## src/rtl/pe_load_sequencer.sv

```systemverilog
// Host-side load/compute sequencer for one processing element: streams a weight and an
// activation vector into the PE, issues one start per output position and buffers results.
module pe_load_sequencer #(
  parameter int DATA_WIDTH      = 16,
  parameter int KERNEL_SIZE     = 3,
  parameter int ACTIVATION_SIZE = 5,
  parameter int TIMEOUT         = 255
) (
  input  logic                  clk,
  input  logic                  reset,
  input  logic                  host_we,
  input  logic                  host_sel,
  input  logic [7:0]            host_addr,
  input  logic [DATA_WIDTH-1:0] host_wdata,
  input  logic                  go,
  input  logic [7:0]            res_addr,
  output logic [DATA_WIDTH-1:0] res_data,
  output logic                  load_enable_weight,
  output logic                  load_enable_activation,
  output logic [DATA_WIDTH-1:0] filter_input,
  output logic [DATA_WIDTH-1:0] activation_input,
  output logic                  start,
  input  logic [DATA_WIDTH-1:0] processingelement_out,
  input  logic                  compute_done,
  input  logic                  load_done,
  output logic                  busy,
  output logic                  done,
  output logic                  error
);

  localparam int NUM_OUT = ACTIVATION_SIZE - KERNEL_SIZE + 1;
  localparam int IW      = $clog2(ACTIVATION_SIZE + 1);
  localparam int OW      = $clog2(NUM_OUT + 1);
  localparam int TW      = $clog2(TIMEOUT + 1);

  typedef enum logic [3:0] {
    S_IDLE, S_LOAD_W, S_WAIT_WLD, S_LOAD_A, S_WAIT_ALD,
    S_WAIT_CD, S_GAP, S_DONE, S_ERROR
  } state_t;

  state_t                state, state_n;
  logic [IW-1:0]         idx, idx_n;
  logic [OW-1:0]         iter, iter_n;
  logic [TW-1:0]         timer;
  logic                  capture;
  logic                  timeout_hit;
  logic                  waiting;
  logic                  wr_w, wr_a;

  logic [DATA_WIDTH-1:0] w_buf   [KERNEL_SIZE];
  logic [DATA_WIDTH-1:0] a_buf   [ACTIVATION_SIZE];
  logic [DATA_WIDTH-1:0] res_buf [NUM_OUT];

  logic                  lew_n, lea_n, start_n, busy_n, done_n, error_n;
  logic [DATA_WIDTH-1:0] filter_n, act_n;

  assign wr_w        = host_we && !busy && !host_sel;
  assign wr_a        = host_we && !busy &&  host_sel;
  assign waiting     = (state == S_WAIT_WLD) || (state == S_WAIT_ALD) || (state == S_WAIT_CD);
  // Deciding one cycle early makes error rise exactly TIMEOUT cycles after wait entry.
  assign timeout_hit = (timer == TW'(TIMEOUT - 1));

  // NOTE: every always_comb output gets a default first, so no path can infer a latch.
  always_comb begin
    state_n = state;
    idx_n   = idx;
    iter_n  = iter;
    capture = 1'b0;
    case (state)
      S_IDLE, S_DONE, S_ERROR: begin
        if (go) begin
          state_n = S_LOAD_W;
          idx_n   = '0;
        end
      end
      S_LOAD_W: begin
        if (idx == IW'(KERNEL_SIZE - 1)) begin
          state_n = S_WAIT_WLD;
          idx_n   = '0;
        end else begin
          idx_n = idx + 1'b1;
        end
      end
      S_WAIT_WLD: begin
        if (load_done)        state_n = S_LOAD_A;
        else if (timeout_hit) state_n = S_ERROR;
      end
      S_LOAD_A: begin
        if (idx == IW'(ACTIVATION_SIZE - 1)) begin
          state_n = S_WAIT_ALD;
          idx_n   = '0;
        end else begin
          idx_n = idx + 1'b1;
        end
      end
      S_WAIT_ALD: begin
        if (load_done) begin
          state_n = S_WAIT_CD;
          iter_n  = '0;
        end else if (timeout_hit) begin
          state_n = S_ERROR;
        end
      end
      S_WAIT_CD: begin
        if (compute_done) begin
          capture = 1'b1;
          state_n = S_GAP;
        end else if (timeout_hit) begin
          state_n = S_ERROR;
        end
      end
      S_GAP: begin
        iter_n = iter + 1'b1;
        if (iter == OW'(NUM_OUT - 1)) state_n = S_DONE;
        else                          state_n = S_WAIT_CD;
      end
      default: state_n = S_IDLE;
    endcase
  end

  // Outputs are registered from the next state so they line up with the state they belong to.
  always_comb begin
    lew_n    = (state_n == S_LOAD_W);
    lea_n    = (state_n == S_LOAD_A);
    start_n  = (state_n == S_WAIT_CD);
    busy_n   = !((state_n == S_IDLE) || (state_n == S_DONE) || (state_n == S_ERROR));
    done_n   = (state_n == S_DONE) && (state != S_DONE);
    error_n  = (state_n == S_ERROR);
    filter_n = '0;
    act_n    = '0;
    // A host write in the same cycle as go is forwarded so the first word is fresh.
    if (lew_n) begin
      for (int i = 0; i < KERNEL_SIZE; i++) begin
        if (idx_n == IW'(i))
          filter_n = (wr_w && host_addr == 8'(i)) ? host_wdata : w_buf[i];
      end
    end
    if (lea_n) begin
      for (int i = 0; i < ACTIVATION_SIZE; i++) begin
        if (idx_n == IW'(i))
          act_n = (wr_a && host_addr == 8'(i)) ? host_wdata : a_buf[i];
      end
    end
  end

  // NOTE: sequential state uses non-blocking assignments so all registers update together.
  always_ff @(posedge clk) begin
    if (reset) begin
      state                  <= S_IDLE;
      idx                    <= '0;
      iter                   <= '0;
      timer                  <= '0;
      load_enable_weight     <= 1'b0;
      load_enable_activation <= 1'b0;
      filter_input           <= '0;
      activation_input       <= '0;
      start                  <= 1'b0;
      busy                   <= 1'b0;
      done                   <= 1'b0;
      error                  <= 1'b0;
    end else begin
      state                  <= state_n;
      idx                    <= idx_n;
      iter                   <= iter_n;
      load_enable_weight     <= lew_n;
      load_enable_activation <= lea_n;
      filter_input           <= filter_n;
      activation_input       <= act_n;
      start                  <= start_n;
      busy                   <= busy_n;
      done                   <= done_n;
      error                  <= error_n;
      if (state_n != state) timer <= '0;
      else if (waiting)     timer <= timer + 1'b1;
    end
  end

  // NOTE: the buffers are small register arrays, so reset clears them explicitly.
  always_ff @(posedge clk) begin
    if (reset) begin
      for (int i = 0; i < KERNEL_SIZE; i++)     w_buf[i]   <= '0;
      for (int i = 0; i < ACTIVATION_SIZE; i++) a_buf[i]   <= '0;
      for (int i = 0; i < NUM_OUT; i++)         res_buf[i] <= '0;
    end else begin
      for (int i = 0; i < KERNEL_SIZE; i++)
        if (wr_w && host_addr == 8'(i)) w_buf[i] <= host_wdata;
      for (int i = 0; i < ACTIVATION_SIZE; i++)
        if (wr_a && host_addr == 8'(i)) a_buf[i] <= host_wdata;
      for (int i = 0; i < NUM_OUT; i++)
        if (capture && iter == OW'(i)) res_buf[i] <= processingelement_out;
    end
  end

  always_comb begin
    res_data = '0;
    for (int i = 0; i < NUM_OUT; i++)
      if (res_addr == 8'(i)) res_data = res_buf[i];
  end

endmodule

```

## config.mk

```make
export PLATFORM = sky130hd
export DESIGN_NAME = pe_load_sequencer
export DESIGN_NICKNAME = d
export VERILOG_FILES = /design/src/rtl/pe_load_sequencer.sv
export SDC_FILE = /design/constraint.sdc
export NUM_CORES = 1
export LEC_CHECK = 0
export CORE_MARGIN = 8
export CORE_UTILIZATION = 25
export CTS_CLUSTER_DIAMETER = 40
export DETAILED_ROUTE_END_ITERATION = 7
export DONT_BUFFER_PORTS = 1
export PLACE_DENSITY_LB_ADDON = 0.12
export SLEW_MARGIN = 5
export SYNTH_ARGS = -nofsm -noshare
export SYNTH_HDL_FRONTEND = slang
export SYNTH_SLANG_ARGS = --single-unit
```

## constraint.sdc

```tcl
create_clock -name clk -period 4.9 [get_ports clk]
set_clock_uncertainty 0.1 [all_clocks]
set_input_delay 0.98 -clock clk [delete_from_list [all_inputs] [get_ports clk]]
set_output_delay 0.98 -clock clk [all_outputs]
set_load 0.05 [all_outputs]
```

* Word level (Yosys, flattened, before mapping)
Memory sizes are Yosys's and may differ from the RTL's.
Index checks and enable logic that the tools add are counted.
** Operators by class
- Equal/unequal tests :: 31
- Reductions and logical operators :: 34
- Muxes and demuxes :: 82
- $add $sub $neg :: 3
- Bitwise operators :: 13
** Operators with widths (count)
- $mux 16 :: 30
- $mux 1 :: 37
- $mux 4 :: 7
- $pmux 4 s7 :: 1
- $eq 4x3->1 const B :: 6
- $eq 8x2->1 const B :: 3
- $eq 8x1->1 const B :: 2
- $logic_not 8->1 :: 2
- $logic_and 1x1->1 :: 15
- $eq 4x2->1 const B :: 3
- $or 1x1->1 :: 11
- $eq 3x2->1 const B :: 3
- $mux 3 :: 3
- $pmux 3 s3 :: 1
- $add 8x1->8 const B :: 1
- $eq 4x1->1 const B :: 2
- $eq 4x4->1 const B :: 2
- $eq 8x3->1 const B :: 1
- $eq 8x8->1 const B :: 1
- $logic_not 4->1 :: 2
- $eq 3x3->1 const B :: 2
- $reduce_or 2->1 :: 3
- $logic_or 1x1->1 :: 4
- $mux 2 :: 2
- 16 further kinds :: 19
** Storage, ports and cells
- Memory bits (writable) :: 176
- Bits in registers :: 55
- Memories kept :: 3
** Memory list
- a_buf :: words 5, bits a word 16, read ports 5, clocked after memory_dff 0, wr ports 5, RTL line 51 : logic [DATA_WIDTH-1:0] a_buf [ACTIVATION_SIZE];
- res_buf :: words 3, bits a word 16, read ports 3, clocked after memory_dff 0, wr ports 3, RTL line 52 : logic [DATA_WIDTH-1:0] res_buf [NUM_OUT];
- w_buf :: words 3, bits a word 16, read ports 3, clocked after memory_dff 0, wr ports 3, RTL line 50 : logic [DATA_WIDTH-1:0] w_buf [KERNEL_SIZE];

* Longest topological paths before layout
- Depth after elaboration :: 10
- Depth in mapped cells :: 12

* Least setup slack after synthesis
Ideal clock, no wire load.
- Path kind :: in2out
- Start point :: input res_addr[1]
- End point :: output res_data[10]
- Slack :: 1.097 ns
- Stages on the path :: 6
- Arrival time :: 2.723 ns
- Path buffers :: 2
- Required time :: 3.820 ns
- Path through :: clkbuf_1 clkbuf_1 mux2i_1 nor2_1 a21oi_1 nor2_1
** Between the ends
- Cells in the longest elaborated chain, start to end :: 4
- Elaborated cells between the ends (all ways) :: 6
- Those cells by class :: 2 x eq/ne; 3 x mux; 1 x reduce/logical
** RTL lines
- start: declaration :: RTL line 16 : input logic [7:0] res_addr,
- $logic_not 8->1 :: RTL line 197 : if (res_addr == 8'(i)) res_data = res_buf[i];
- $mux 16 (2 in series) :: RTL line 197
- $mux 16 * :: RTL line 197
- end: declaration :: RTL line 17 : output logic [DATA_WIDTH-1:0] res_data,
Every way passes the cells marked *; elsewhere a longest branch is shown, timed or not.

* Worst setup path in the final report
- Start point :: input res_addr[7]
- End point :: output res_data[5]
Same word-level chain as after synthesis.

==> run metrics <==
vias in the first global route 6,946; port bufs 0; DIE HEIGHT 222 um; Avg WL per Cell 21.3 um; Post-synth ARST share 0; Post-Route Setup TNS 0 ps; clock share of power 0.458; Pwr Total 7.14 mW; Top delay family on crit path simple AND/OR/NAND/NOR gates; power per standard cell area 554 mW/mm^2; Ys Warns 0; H-tree depth 2; Min-Delay Path Depth 1; first-pass GRT wire length 46,200 um; Synth area leader edfxtp_1; max incr delay on CP 850 ps; final setup vio count 0; Synth Area in XOR/XNOR 0.00576; R2R setup slack 1630 ps; Post-Syn Instances 862; via count 6,785; DP Wirelength 18,900 um; clock sinks 231; total grt overflow 0; number of flops mapped to enable cells by yosys 176; final net count 933; combinational fraction of design power 0.180; largest net degree at the start of global routing 33; CP max stage cell nor2_1; Synth Flop Type edfxtp_1; hold worst-path end iter[0]; area share of fa/ha/maj cells after synthesis 0.0103; multiplexer share of the synthesized area 0.137; max_slew headroom 0.312; status complete, no violations; CP Capture Type primary output; clock slew at reported path FFs 50 ps; Synth area leaders edfxtp_1 50%, mux2i_1 14%, dfxtp_1 10%; register area share after synthesis 0.600; DRC errors left 0; reg2reg end filter_input[2]; Final GP Congestion 0.716; Hold Crit Class input port to flip-flop; initial antenna violation count 0; RSZ-0062 raised after global routing no; post_cts resized 0; crit start category input port; Vias/cell 4.69; compound-cell area share of the yosys netlist 0.0818; Final Critical Period 3580 ps; synth unique cells 62; DR iter-0 viols 420; Yosys top cell area share 0.497; sw frac 0.315; io pins 109; critical path cell sequence nor4_1 > nand2_1 > nor2_1; worst path buffer plus inverter count 0; Achievable Freq 279 MHz; sequential share of power 0.362; Final ANT Viol Nets 0; maxcap violations 0; GRT Overall Usage 0.122; Worst-Margin Slew 1030 ps; row count 75; period utilization 0.731; r2r startpoint state[1]; CTS tree done; final hold viol count 0; required time worst endpoint 3820 ps; die width 222 um; Clk Latency, worst-skew pair 560 ps; n_diodes 0; share of post-route cells with drive strength above 1 0.138; Fillers 4,227; simple-gate share of the synthesized area 0.134; Syn Nets 925; r2r worst-path depth 8; Die ar. 0.0494 mm^2; Post-Route WL 30,900 um; NetSw 2.25 mW; Bufs on Longest Clock Path 3; VDD IR max 251 uV; CP Data Arrival Time 2500 ps; clock buffer count from CTS 47; Crit Path Max Fanout 16; root buf cell clkbuf_16; initial core utilization 0.254; internal power 4.90 mW; WS Path Type input port to primary output; Leak 5.17 nW; beginning of the worst hold path reset; post-synthesis sequential element count 231; # hold bufs at CTS 0; # Post-CTS Setup Buffers 0; core area 0.0419 mm^2; DRT Pass-1 Iters 6; Mean Syn Cell Area 12.3 um^2; area added between synthesis and finish 21.3%; Post-Syn Area 0.0106 mm^2; Slew Viols, Final 0; largest family of logic cells by synthesized area multiplexers
-- routing by layer --
layer / routed length, um / GRT usage
met4: 924 / 0.0436
met2: 14600 / 0.205
met1: 13600 / 0.149
met3: 1730 / 0.0353
met5: 0 / 0
-- worst max-delay path by stage --
stage	cells past startpoint	endpoint	slack (ps)	from
detailed placement	4	a_buf[0][40]	1230	host_addr[3]
finish	3	res_data[5]	1320	res_addr[7]
floorplan	6	res_data[10]	1100	res_addr[1]
CTS	3	res_data[5]	1280	res_addr[7]
global placement	4	a_buf[0][38]	1280	host_addr[3]
global route	3	res_data[0]	1170	res_addr[7]
-- stage by stage --
stage	utilization	worst slack, ps	area, um^2	hold WS (ps)	instances
after detailed placement	0.269	1230	11300	402	1360
after global placement	0.269	1280	11300	397	1360
final	0.308	1320	12900	402	1447
after floorplan	-	1100	10600	372	862
after CTS	0.308	1280	12900	361	1447
after global routing	0.308	1170	12900	359	1447
-- placed cells by master (no fill, tap or decap), drive strengths merged, types with 5 or more instances in the layout --
master    netlist  routed
nand4           9       9
nor2           75      75
edfxtp        176     176
a2bb2oi        17      17
inv            12      18
a221o          16      16
xor2            6       6
o22ai          32      32
buf            19      27
dfxtp          55      55
bufinv          0       6
nand2b         15      15
o21ai          10      10
mux2i         144     144
nand2          47      47
and2           53      53
nor3            5       5
nand3          21      21
a21oi          23      23
clkinv          0      14
clkinvlp        0       6
ha              8       8
clkbuf         49      55
nor4            6       6
and3           19      19
-- flip-flops by register name, indices dropped and copies added (netlist names) --
| name | cells |
|---|---|
| res_buf | 48 |
| filter_input | 16 |
| load_enable_weight | 1 |
| timer | 8 |
| idx | 3 |
| done | 1 |
| w_buf | 48 |
| start | 1 |
| activation_input | 16 |
| busy | 1 |
| iter | 2 |
| error | 1 |
| load_enable_activation | 1 |
| a_buf | 80 |
| state | 4 |
-- cells in the mapped netlist, types with 2 or more instances --
library cell	number
nor2_1	75
nand4_1	9
a211o_1	2
or2_2	3
nor4_1	5
dfxtp_1	55
nand2_1	46
a221o_1	16
nand2b_1	15
mux2i_1	144
nor3_1	5
and4_1	2
buf_4	5
nor2b_1	4
buf_2	13
o21ai_0	8
xor2_1	6
clkbuf_1	49
and3_1	19
a21oi_1	23
edfxtp_1	176
ha_1	8
a22oi_1	2
a2bb2oi_1	16
nand3_1	21
o22ai_1	32
inv_1	11
o21ai_1	2
nand4b_1	2
and2_1	53
nor3b_1	2
a21o_1	3
-- cells by family (layout without fill, tap and decap cells) --
group	after synthesis	after routing
simple gates	271	271
mux	145	145
buf+inv	80	126
compound gates	119	119
xor+xnor	7	7
fa+ha+maj	9	9
flops	231	231
-- layout make-up --
cell class                      count  area (um^2)  share of cell area
Clock inverter                     32          375              0.0291
Clock buffer                       55         1270              0.0981
Multi-Input combinational cell    551         3960               0.306
Tap cell                          539          674              0.0523
Sequential cell                   231         6390               0.495
Inverter                           12         45.0             0.00349
Timing Repair Buffer               27          203              0.0157
-- power groups by stage --
stage	clock, mW	sequential (mW)	combinational [mW]
floorplan	0	2.56	0.945
global placement	0	2.63	1.31
detailed placement	0	2.63	1.30
CTS	3.37	2.59	1.31
global route	3.45	2.61	1.40
finish	3.27	2.59	1.28
Power figures use the tool's default switching activity.
